===== src/rtl/pipeline_hazard_ctrl_pkg.sv =====
// Shared types and constants for the pipeline hazard controller.
package pipeline_hazard_ctrl_pkg;

  localparam int unsigned LOAD_LAT_DEF = 1;
  localparam int unsigned CNT_W_DEF    = 16;
  localparam int unsigned REG_W        = 5;
  localparam int unsigned LAT_W        = 3;

  typedef enum logic [1:0] {
    RUN   = 2'd0,
    STALL = 2'd1,
    HOLD  = 2'd2
  } state_e;

  typedef struct packed {
    logic pc_write;
    logic ifid_write;
    logic if_flush;
    logic id_noop;
  } ctrl_t;

  localparam ctrl_t CTRL_STALL    = '{pc_write: 1'b0, ifid_write: 1'b0, if_flush: 1'b0, id_noop: 1'b1};
  localparam ctrl_t CTRL_RUN      = '{pc_write: 1'b1, ifid_write: 1'b1, if_flush: 1'b0, id_noop: 1'b0};
  localparam ctrl_t CTRL_REDIRECT = '{pc_write: 1'b1, ifid_write: 1'b1, if_flush: 1'b1, id_noop: 1'b0};
  localparam ctrl_t CTRL_RESET    = '{pc_write: 1'b0, ifid_write: 1'b0, if_flush: 1'b1, id_noop: 1'b1};

  // Load in EX whose destination is a live source of the ID instruction ($0 excluded).
  function automatic logic load_use(input logic [REG_W-1:0] rs, input logic [REG_W-1:0] rt,
                                    input logic uses_rs, input logic uses_rt,
                                    input logic [REG_W-1:0] wr, input logic reg_write,
                                    input logic mem_read);
    return mem_read && reg_write && (wr != '0) &&
           ((uses_rs && (rs == wr)) || (uses_rt && (rt == wr)));
  endfunction

endpackage


===== src/rtl/pipeline_hazard_ctrl_if.sv =====
// ID-stage hazard signals and stall/flush controls between the pipeline and the controller.
interface pipeline_hazard_ctrl_if #(parameter int unsigned CNT_W = 16);
  import pipeline_hazard_ctrl_pkg::*;

  logic [REG_W-1:0] IFID_RS;
  logic [REG_W-1:0] IFID_RT;
  logic             IFID_UsesRS;
  logic             IFID_UsesRT;
  logic             IFID_Branch;
  logic             IFID_Jump;
  logic             BranchTaken;
  logic [REG_W-1:0] IDEX_WriteReg;
  logic             IDEX_RegWrite;
  logic             IDEX_MemRead;
  logic             Hold_Req;
  logic             PCWrite;
  logic             IFIDWrite;
  logic             IFFlush;
  logic             IDNoOp;
  logic [CNT_W-1:0] StallCount;
  logic [CNT_W-1:0] FlushCount;

  modport master (
    output IFID_RS, IFID_RT, IFID_UsesRS, IFID_UsesRT, IFID_Branch, IFID_Jump,
           BranchTaken, IDEX_WriteReg, IDEX_RegWrite, IDEX_MemRead, Hold_Req,
    input  PCWrite, IFIDWrite, IFFlush, IDNoOp, StallCount, FlushCount
  );

  modport slave (
    input  IFID_RS, IFID_RT, IFID_UsesRS, IFID_UsesRT, IFID_Branch, IFID_Jump,
           BranchTaken, IDEX_WriteReg, IDEX_RegWrite, IDEX_MemRead, Hold_Req,
    output PCWrite, IFIDWrite, IFFlush, IDNoOp, StallCount, FlushCount
  );
endinterface


===== src/rtl/pipeline_hazard_ctrl_sat_counter.sv =====
// Saturating up-counter with asynchronous active-low clear.
module sat_counter #(
  parameter int unsigned W = 16
) (
  input  logic         clk,
  input  logic         rst_n,
  input  logic         inc_i,
  output logic [W-1:0] cnt_o
);

  logic [W-1:0] count_q;

  // Count up on enable, sticking at all-ones.
  always_ff @(posedge clk or negedge rst_n) begin
    if (!rst_n) begin
      count_q <= '0;
    end else if (inc_i && (count_q != '1)) begin
      count_q <= count_q + W'(1);
    end
  end

  assign cnt_o = count_q;

endmodule


===== src/rtl/pipeline_hazard_ctrl.sv =====
// Stall/flush controller beside ID: load-use stalls, external holds, redirect flushes, statistics.
module pipeline_hazard_ctrl
  import pipeline_hazard_ctrl_pkg::*;
#(
  parameter int unsigned LOAD_LAT = LOAD_LAT_DEF,
  parameter int unsigned CNT_W    = CNT_W_DEF
) (
  input  logic                   Clk,
  input  logic                   Reset,
  pipeline_hazard_ctrl_if.slave  hz
);

  localparam logic [LAT_W-1:0] LAT_INIT = LAT_W'(LOAD_LAT - 1);

  state_e           state_q, state_d;
  logic [LAT_W-1:0] cnt_q, cnt_d;
  ctrl_t            ctrl_c;
  logic             lu_c;
  logic             redirect_c;

  assign lu_c = load_use(hz.IFID_RS, hz.IFID_RT, hz.IFID_UsesRS, hz.IFID_UsesRT,
                         hz.IDEX_WriteReg, hz.IDEX_RegWrite, hz.IDEX_MemRead);
  assign redirect_c = hz.IFID_Jump || (hz.IFID_Branch && hz.BranchTaken);

  // State and remaining-stall counter.
  always_ff @(posedge Clk or negedge Reset) begin
    if (!Reset) begin
      state_q <= RUN;
      cnt_q   <= '0;
    end else begin
      state_q <= state_d;
      cnt_q   <= cnt_d;
    end
  end

  // Next state and same-cycle control bundle; HOLD falls through to RUN evaluation once released.
  always_comb begin
    state_d = state_q;
    cnt_d   = cnt_q;
    ctrl_c  = CTRL_RUN;
    case (state_q)
      STALL: begin
        ctrl_c = CTRL_STALL;
        if (hz.Hold_Req) begin
          state_d = HOLD;
          cnt_d   = '0;
        end else begin
          cnt_d = cnt_q - LAT_W'(1);
          if (cnt_q == LAT_W'(1)) begin
            state_d = RUN;
          end
        end
      end
      default: begin
        state_d = RUN;
        if (hz.Hold_Req) begin
          ctrl_c  = CTRL_STALL;
          state_d = HOLD;
        end else if (lu_c) begin
          ctrl_c = CTRL_STALL;
          if (LOAD_LAT > 1) begin
            state_d = STALL;
            cnt_d   = LAT_INIT;
          end
        end else if (redirect_c) begin
          ctrl_c = CTRL_REDIRECT;
        end
      end
    endcase
    if (!Reset) begin
      ctrl_c = CTRL_RESET;
    end
  end

  assign hz.PCWrite   = ctrl_c.pc_write;
  assign hz.IFIDWrite = ctrl_c.ifid_write;
  assign hz.IFFlush   = ctrl_c.if_flush;
  assign hz.IDNoOp    = ctrl_c.id_noop;

  sat_counter #(.W(CNT_W)) u_stall_cnt (
    .clk   (Clk),
    .rst_n (Reset),
    .inc_i (Reset && !ctrl_c.pc_write),
    .cnt_o (hz.StallCount)
  );

  sat_counter #(.W(CNT_W)) u_flush_cnt (
    .clk   (Clk),
    .rst_n (Reset),
    .inc_i (Reset && ctrl_c.if_flush),
    .cnt_o (hz.FlushCount)
  );

endmodule


===== src/flat_wrapper.sv =====
// flat-port wrapper written by rule: the top's interface ports become plain ports
module pipeline_hazard_ctrl_flat import pipeline_hazard_ctrl_pkg::*;
#(
  parameter int unsigned LOAD_LAT = LOAD_LAT_DEF,
  parameter int unsigned CNT_W    = CNT_W_DEF
)
  (Clk, Reset, hz_IFID_RS, hz_IFID_RT, hz_IFID_UsesRS, hz_IFID_UsesRT, hz_IFID_Branch, hz_IFID_Jump, hz_BranchTaken, hz_IDEX_WriteReg, hz_IDEX_RegWrite, hz_IDEX_MemRead, hz_Hold_Req, hz_PCWrite, hz_IFIDWrite, hz_IFFlush, hz_IDNoOp, hz_StallCount, hz_FlushCount);
  pipeline_hazard_ctrl_if #(.CNT_W(CNT_W)) hz_i ();
  input  logic Clk;
  input  logic Reset;
  input wire logic [$bits(hz_i.IFID_RS)-1:0] hz_IFID_RS;
  input wire logic [$bits(hz_i.IFID_RT)-1:0] hz_IFID_RT;
  input wire logic [$bits(hz_i.IFID_UsesRS)-1:0] hz_IFID_UsesRS;
  input wire logic [$bits(hz_i.IFID_UsesRT)-1:0] hz_IFID_UsesRT;
  input wire logic [$bits(hz_i.IFID_Branch)-1:0] hz_IFID_Branch;
  input wire logic [$bits(hz_i.IFID_Jump)-1:0] hz_IFID_Jump;
  input wire logic [$bits(hz_i.BranchTaken)-1:0] hz_BranchTaken;
  input wire logic [$bits(hz_i.IDEX_WriteReg)-1:0] hz_IDEX_WriteReg;
  input wire logic [$bits(hz_i.IDEX_RegWrite)-1:0] hz_IDEX_RegWrite;
  input wire logic [$bits(hz_i.IDEX_MemRead)-1:0] hz_IDEX_MemRead;
  input wire logic [$bits(hz_i.Hold_Req)-1:0] hz_Hold_Req;
  output wire logic [$bits(hz_i.PCWrite)-1:0] hz_PCWrite;
  output wire logic [$bits(hz_i.IFIDWrite)-1:0] hz_IFIDWrite;
  output wire logic [$bits(hz_i.IFFlush)-1:0] hz_IFFlush;
  output wire logic [$bits(hz_i.IDNoOp)-1:0] hz_IDNoOp;
  output wire logic [$bits(hz_i.StallCount)-1:0] hz_StallCount;
  output wire logic [$bits(hz_i.FlushCount)-1:0] hz_FlushCount;
  assign hz_i.IFID_RS = hz_IFID_RS;
  assign hz_i.IFID_RT = hz_IFID_RT;
  assign hz_i.IFID_UsesRS = hz_IFID_UsesRS;
  assign hz_i.IFID_UsesRT = hz_IFID_UsesRT;
  assign hz_i.IFID_Branch = hz_IFID_Branch;
  assign hz_i.IFID_Jump = hz_IFID_Jump;
  assign hz_i.BranchTaken = hz_BranchTaken;
  assign hz_i.IDEX_WriteReg = hz_IDEX_WriteReg;
  assign hz_i.IDEX_RegWrite = hz_IDEX_RegWrite;
  assign hz_i.IDEX_MemRead = hz_IDEX_MemRead;
  assign hz_i.Hold_Req = hz_Hold_Req;
  assign hz_PCWrite = hz_i.PCWrite;
  assign hz_IFIDWrite = hz_i.IFIDWrite;
  assign hz_IFFlush = hz_i.IFFlush;
  assign hz_IDNoOp = hz_i.IDNoOp;
  assign hz_StallCount = hz_i.StallCount;
  assign hz_FlushCount = hz_i.FlushCount;
  pipeline_hazard_ctrl #(.LOAD_LAT(LOAD_LAT), .CNT_W(CNT_W)) u_core (.Clk(Clk), .Reset(Reset), .hz(hz_i));
endmodule

===== config.mk =====
export PLATFORM = sky130hd
export DESIGN_NAME = pipeline_hazard_ctrl_flat
export DESIGN_NICKNAME = d
export VERILOG_FILES = /design/src/rtl/pipeline_hazard_ctrl_pkg.sv /design/src/rtl/pipeline_hazard_ctrl_if.sv /design/src/rtl/pipeline_hazard_ctrl_sat_counter.sv /design/src/rtl/pipeline_hazard_ctrl.sv /design/src/flat_wrapper.sv
export SDC_FILE = /design/constraint.sdc
export NUM_CORES = 1
export LEC_CHECK = 0
export CORE_MARGIN = 3
export CORE_UTILIZATION = 45
export CTS_CLUSTER_SIZE = 30
export DETAILED_ROUTE_END_ITERATION = 10
export PLACE_DENSITY = 0.82
export SETUP_SLACK_MARGIN = 0.3
export SYNTH_ARGS = -nofsm -noshare
export SYNTH_HDL_FRONTEND = slang
export SYNTH_SLANG_ARGS = --single-unit

===== constraint.sdc =====
create_clock -name Clk -period 2.8 [get_ports Clk]
set_input_delay 0.56 -clock Clk [delete_from_list [all_inputs] [get_ports Clk]]
set_output_delay 0.56 -clock Clk [all_outputs]
set_load 0.01 [all_outputs]

==> results.md, run 1 <==
* Rows at 21
* RSZ-0062 raised after global routing: no
* Maxcap violations at 0
* Max-slew violation count at 0
* Slowest stage cell on the critical path: or3_4
* WL per Instance at 15.0 um
* Post-Route WL at 4280 um
* Post-synth ARST share at 1.00
* Slew margin rel. at 0.626
* WHS at 0.491 ns
* Worst clock skew at 0.00335 ns
* Die X at 67.9 um
* Die height at 67.9 um
* Setup violations, final at 0
* Area occupied by multi-input gates at 932 um2
* R2r setup slk at 0.77 ns
* Pwr/cell area at 547 nW/um2
* Fin Setup TNS at 0 ns
* CTS Sinks at 32
* Starting Density at 0.489
* Synth Register Bits at 32
* Primary FF master, synth: dfrtp_1
* CP max stage delay at 0.37 ns
* R2R Path End: u_core.u_flush_cnt.cnt_o[1]
* Synth cell count leaders: 37 x xnor2_1, 32 x dfrtp_1, 19 x nand2_1
* Pre-antenna DRT Iters at 4
* RePlAce Congestion at 0.770
* Worst Setup End Kind: output pin
* Fin nets at 267
* Slew @ Worst Pin at 0.557 ns
* CP required at 2.24 ns
* Vias in the first global route at 1482
* DIE AREA at 4610 um2
* Placement Setup Slack at -0.562 ns
* Final period util at 0.873
* Final core utilization at 0.734
* Total grt overflow at 0
* 1st-iter DRT viols at 31
* Syn Area/Cell at 10.4 um2
* Area leader, netlist: dfrtp_1
* Final-layout fill cell count at 271
* Leakage Power at 1.08 nW
* Inserted Clock Buffers at 5
* Reg area at 801 um2
* Vias/cell at 5.25
* CTS clk-pin slew, worst paths at 0.06 ns
* Cells after Synth at 165
* CTS tree: yes
* Area after DPL at 2450 um2
* VDD IR-drop max at 0.511 mV
* Final worst setup slack at 0.355 ns
* CTS Buffer Depth at 2
* CP arrival at 1.88 ns
* ANT cells at 0
* GRT Util Overall at 0.201
* Final Critical Period at 2.44 ns
* FMAX at 409 MHz
* I/O pins at 61
* Tot Pwr at 1.41 mW
* Register-to-Register Path Depth at 6
* Post-Layout Cell Count at 286
* Post-synth EDFFs at 0
* Mapped Area at 1720 um2
* Core ar. at 3520 um2
* Port buffer count at 60
* Cells along the critical path: buf_6 > or3_4 > o311a_4 > and2_4 > nor3_4 > inv_1 > buf_2
* Status: finished clean
* Root Driver: clkbuf_8
* Post-route ant nets at 0
* Ratio of cells with drive above 1 in the final layout at 0.158
* Total number of vias at 1502
* Mapped Nets at 192
* Clock latency on the worst-skew pair at 0.28 ns
* Number of remaining DRC errors at 0
* CP Class: input port to output pin
* Worst hold-check path type: flop to flop
* Largest net degree at the start of global routing at 32
* Final HPWL DP at 3140 um
* Synth top area cells: dfrtp_1 46%, xnor2_1 19%, nand3_1 4.4%, nand4_1 4.4%, nand2_1 4.1%
* Worst hold start: u_core.u_flush_cnt.cnt_o[9]
* Htree depth at 2
* Post-layout instance area at 2580 um2
* First-pass GRT wire length at 6830 um
* Layout area overhead at 50.0%
* WHS Endpoint: u_core.u_flush_cnt.cnt_o[9]
* Crit Path Max Fanout at 3
* Placed insts at 278
* Register area share after synthesis at 0.465
* Crit path from: hz_IDEX_WriteReg[3]
* Hold Vio Cnt, Final at 0
* Worst hold stages at 1
* Top-area cell type share of the netlist area at 0.465
* Startpoint types: input port
* Antenna violations before repair at 0
* Distinct cells, synth at 34
* Ys Warns at 0
* Count leader, synth: xnor2_1
* R2R Path Start: u_core.u_flush_cnt.cnt_o[7]
## repair_timing
| action | in CTS | in global routing |
|---|---|---|
| hold buffers | 0 | 0 |
| endpoints found under the hold margin | 0 | 0 |
| endpoints found under the setup margin | 15 | 4 |
| buffers inserted | 0 | 1 |
| pin swaps | 5 | 9 |
| gates resized for setup | 38 | 7 |
## logic make-up (layout without fill, tap and decap cells)
family | after synthesis | in the layout | synth area share
AND/OR/NAND/NOR | 73 | 73 | 0.223
buffers and inverters | 6 | 81 | 0.0203
XOR/XNOR | 39 | 39 | 0.198
multiplexers | 2 | 2 | 0.0152
flip-flops | 32 | 32 | 0.465
AO/OA/AOI/OAI | 11 | 11 | 0.0639
adder cells (fa/ha/maj) | 2 | 2 | 0.0145
## cells in the final DEF (no fill, tap or decap), types with 2 or more instances in the layout
cell	Yosys	layout
a21oi_1	3	3
and3_1	9	9
and4_1	2	2
buf_2	1	5
buf_4	1	11
buf_6	1	2
clkbuf_8	0	7
clkdlybuf4s50_1	0	46
dfrtp_1	32	32
dlygate4sd2_1	0	2
dlymetal6s2s_1	0	5
ha_1	2	2
inv_1	2	2
nand2_1	19	19
nand3_1	15	15
nand4_1	12	12
nor2_1	4	4
nor3_1	4	3
xnor2_1	37	36
xor2_1	2	2
## per-layer routing
layer	track usage	vias to the layer above	part of all wire
met5	0	-	0
li1	-	729	-
met1	0.242	712	0.40
met4	0.0596	0	0.012
met3	0.0722	5	0.099
met2	0.337	56	0.49
## area by class of cell
type	instances	area share
clock buffers	7	0.0373
inverters	2	0.00290
multi-input cells	127	0.361
flip-flops and latches	32	0.310
well taps	46	0.0223
repair buffers	72	0.267
## state kept, by name, summed over array words and instances, names as in the netlist
register,flops
u_core.u_stall_cnt.cnt_o,16
u_core.u_flush_cnt.cnt_o,16
## report_power, final
part / internal [mW] / switching, mW / total, mW
Sequential: 0.532 / 0.0864 / 0.619
Clock: 0.219 / 0.159 / 0.377
Combinational: 0.253 / 0.163 / 0.416
## worst max path at each step
stage / to / depth (start not counted) / slack (ns)
floorplan: hz_PCWrite / 5 / 0.37
global placement: hz_IFFlush / 6 / -0.45
detailed placement: hz_IFFlush / 6 / -0.56
CTS: hz_IDNoOp / 8 / 0.31
global route: hz_IFFlush / 6 / 0.31
finish: hz_IDNoOp / 7 / 0.36
## worst max-delay path, delay by kind of cell
family	cells	cell delay, ns
AND/OR/NAND/NOR	3	0.73
AO/OA/AOI/OAI	1	0.31
buffers and inverters	3	0.27
No activity file was read; power rests on OpenSTA's default activity.
==> run 2: changes to the inputs <==
--- a/config.mk
+++ b/config.mk
@@ -5,6 +5,7 @@
 export SDC_FILE = /design/constraint.sdc
 export NUM_CORES = 1
 export LEC_CHECK = 0
+export CAP_MARGIN = 20
 export CORE_MARGIN = 3
 export CORE_UTILIZATION = 45
 export CTS_CLUSTER_SIZE = 30
==> results of run 2 <==
Same layout as run 1: the final DEF is identical, and so are final timing and power.
==> run 3: changes to the inputs <==
--- a/config.mk
+++ b/config.mk
@@ -7,11 +7,13 @@
 export LEC_CHECK = 0
 export CAP_MARGIN = 20
 export CORE_MARGIN = 3
-export CORE_UTILIZATION = 45
+export CORE_UTILIZATION = 47
 export CTS_CLUSTER_SIZE = 30
 export DETAILED_ROUTE_END_ITERATION = 10
-export PLACE_DENSITY = 0.82
+export PLACE_DENSITY = 0.83
 export SETUP_SLACK_MARGIN = 0.3
+export SKIP_LAST_GASP = 1
 export SYNTH_ARGS = -nofsm -noshare
 export SYNTH_HDL_FRONTEND = slang
+export SYNTH_HIERARCHICAL = 1
 export SYNTH_SLANG_ARGS = --single-unit
==> run 3 against run 2 <==
Against the previous run:
- hold slack gained 0.036 ns
- sequential share of layout area is 3.8 points lower
- die area grew 7.3%
- critical path type is now input port to flop
- critical endpoint is now u_core/u_flush_cnt/cnt_o[14]
==> results.md, run 3 <==
* Status: finished clean
* WHS at 0.526 ns (+0.0359 ns)
* Final Critical Period at 2.39 ns (-0.0522 ns)
* GRT Util Overall at 0.213 (+0.0127)
* Area after DPL at 2720 um2 (+11%)
* Largest net degree at the start of global routing at 22 (-31%)
* Rows at 22 (+4.8%)
* VDD IR-drop max at 0.509 mV (-0.38%)
* Die height at 70.3 um (+3.6%)
* Port buffer count at 60 (unchanged)
* CP Class: input port to flop
* Synth top area cells: dfrtp_1 41%, xnor2_1 9.0%, nand4_1 5.8%, nor4_4 4.4%, o21a_1 4.2%
* Final period util at 0.855 (-0.0186)
* Count leader, synth: dfrtp_1
* Worst Setup End Kind: flop
* Pwr/cell area at 507 nW/um2 (-7.2%)
* Slowest stage cell on the critical path: or3_4
* Post-Route WL at 5310 um (+24%)
* First-pass GRT wire length at 8480 um (+24%)
* Most frequent cells in the layout: 41 x clkdlybuf4s50_1, 32 x dfrtp_1, 24 x buf_4, 18 x xnor2_1, 18 x nand4_1
* Fin nets at 296 (+11%)
* CTS Buffer Depth at 2 (unchanged)
* Final worst setup slack at 0.407 ns (+0.0522 ns)
* Slew @ Worst Pin at 0.485 ns (-0.0725 ns)
* R2r setup slk at 0.92 ns (+0.15 ns)
* Hold Vio Cnt, Final at 0 (unchanged)
* Startpoint types: input port
* Number of remaining DRC errors at 0 (unchanged)
* Post-synth ARST share at 1.00 (unchanged)
* RSZ-0062 raised after global routing: no
* Total number of vias at 1854 (+23%)
* Starting Density at 0.508 (+0.0185)
* Primary FF master, synth: dfrtp_1
* Clock latency on the worst-skew pair at 0.27 ns (about the same)
* Top-area cell type share of the netlist area at 0.412 (-0.0527)
* Crit Path Max Fanout at 4 (+1)
* Distinct cells, synth at 38 (+12%)
* Ys Warns at 6 (+6)
* I/O pins at 61 (unchanged)
* Worst path buffer plus inverter count at 4 (+1)
* Area leader, netlist: dfrtp_1
* CP required at 2.96 ns (+0.72 ns)
* Cells along the critical path: buf_6 > or3_4 > o311a_4 > buf_6 > a21oi_2 > buf_4 > buf_6 > nand2_8 > nor4_4 > nand4_1 > xnor2_1
* DIE AREA at 4940 um2 (+7.3%)
* Final core utilization at 0.769 (+0.0349)
* Layout area overhead at 51.4%
* Vias/cell at 5.89 (+12%)
* Mapped Area at 1940 um2 (+13%)
* ANT cells at 0 (unchanged)
* Placement Setup Slack at -0.285 ns (+0.276 ns)
* Mapped Nets at 202 (+5.2%)
* Core ar. at 3830 um2 (+8.7%)
* CP arrival at 2.56 ns (+0.68 ns)
* Post-route ant nets at 0 (unchanged)
* Setup violations, final at 0 (unchanged)
* FMAX at 418 MHz (+2.2%)
* Antenna violations before repair at 0 (unchanged)
* Hold buffer count at cts at 0 (unchanged)
* RePlAce Congestion at 0.814 (+5.7%)
* Ratio of cells with drive above 1 in the final layout at 0.270 (+0.111)
* Pre-antenna DRT Iters at 4 (unchanged)
* WL per Instance at 16.9 um (+13%)
* Maxcap violations at 0 (unchanged)
* CTS tree: yes
* CTS Sinks at 32 (unchanged)
* Worst hold-check path type: flop to flop
* Htree depth at 2 (unchanged)
* Slew margin rel. at 0.677 (+0.0512)
* 1st-iter DRT viols at 65 (+110%)
* Die X at 70.3 um (+3.6%)
* Total grt overflow at 0 (unchanged)
* Synth Register Bits at 32 (unchanged)
* Post-synth EDFFs at 0 (unchanged)
* CTS clk-pin slew, worst paths at 0.06 ns (about the same)
* Most used cell along the critical path: buf_6
* Worst clock skew at 0.00440 ns (+0.00105 ns)
* Max-slew violation count at 0 (unchanged)
* Cells after Synth at 175 (+6.1%)
* Vias in the first global route at 1810 (+22%)
* Post-layout instance area at 2940 um2 (+14%)
* CP top delay family: simple AND/OR/NAND/NOR gates
* Leakage Power at 1.29 nW (+19%)
* CP max stage delay at 0.38 ns (about the same)
* Root Driver: clkbuf_8
* Register area share after synthesis at 0.412 (-0.0527)
* Inserted Clock Buffers at 5 (unchanged)
* Synth cell count leaders: 32 x dfrtp_1, 20 x xnor2_1, 18 x nand4_1
* Final HPWL DP at 3670 um (+17%)
* Most common cell after layout, fill and taps aside: clkdlybuf4s50_1
* Syn Area/Cell at 11.1 um2 (+6.3%)
==> run 3: report_power, final <==
part / leakage (nW) / total, mW / switching [mW] / internal [mW]
clock: 0.0359 / 0.309 / 0.149 / 0.160
sequential: 0.430 / 0.677 / 0.140 / 0.537
combinational: 0.822 / 0.506 / 0.225 / 0.281
total: 1.29 / 1.49 / 0.514 / 0.978
==> run 3: per-layer routing <==
metal / GRT usage / up-vias / part of all wire
met2: 0.339 / 89 / 0.48
met4: 0.0681 / 0 / 0.0096
li1: - / 874 / -
met3: 0.0475 / 6 / 0.068
met5: 0 / - / 0
met1: 0.287 / 885 / 0.45
==> run 3: kinds of logic (layout without fill, tap and decap cells) <==
group | after synthesis | after routing | synth area share
adder cells (fa/ha/maj) | 2 | 2 | 0.0129
AND/OR/NAND/NOR | 73 | 73 | 0.293
buffers and inverters | 2 | 94 | 0.00579
XOR/XNOR | 24 | 24 | 0.108
multiplexers | 2 | 2 | 0.0116
AO/OA/AOI/OAI | 40 | 40 | 0.156
flip-flops | 32 | 32 | 0.412
==> run 3: final timing paths <==
path	from	endpoint	cells past startpoint
max	hz_IDEX_WriteReg[0]	u_core/u_flush_cnt/cnt_o[14]	11
max reg2reg	u_core/u_flush_cnt/cnt_o[1]	u_core/u_flush_cnt/cnt_o[1]	4
min reg2reg	u_core/u_flush_cnt/cnt_o[15]	u_core/u_flush_cnt/cnt_o[15]	1
min	u_core/u_flush_cnt/cnt_o[15]	u_core/u_flush_cnt/cnt_o[15]	1
min in group asynchronous	Reset	u_core/u_stall_cnt/cnt_o[0]	2
max in group asynchronous	Reset	u_core/u_stall_cnt/cnt_o[4]	2
==> run 3: through the flow <==
| stage | power [mW] | TNS [ns] | instances |
|---|---|---|---|
| after floorplan | 0.840 | 0 | 175 |
| after global placement | 1.11 | -2.50 | 299 |
| after detailed placement | 1.13 | -2.76 | 299 |
| after CTS | 1.45 | 0 | 314 |
| after global routing | 1.56 | 0 | 315 |
| final | 1.49 | 0 | 315 |
==> run 3: worst reg2reg max path, delay by kind of cell, from the launching register on <==
| family | cells | cell delay [ns] |
|---|---|---|
| AOI/OAI and AO/OA | 1 | 0.27 |
| muxes | 1 | 0.37 |
| and+or+nand+nor | 1 | 0.19 |
| adders and majority gates | 1 | 0.50 |
| DFF | 1 | 0.44 |
==> run 3: layout make-up <==
type,instances,area (um2)
multi-input combinational,141,1220
sequential,32,801
timing repair buffer,88,786
tap,48,60.1
inverter,1,3.75
fill,249,883
clock buffer,5,68.8
==> run 3: timing repair <==
item | CTS | global route
gates resized for setup | 46 | 16
setup buffers | 10 | 1
gates cloned | 0 | 0
pin swaps | 19 | 16
endpoints found under the setup margin | 25 | 19
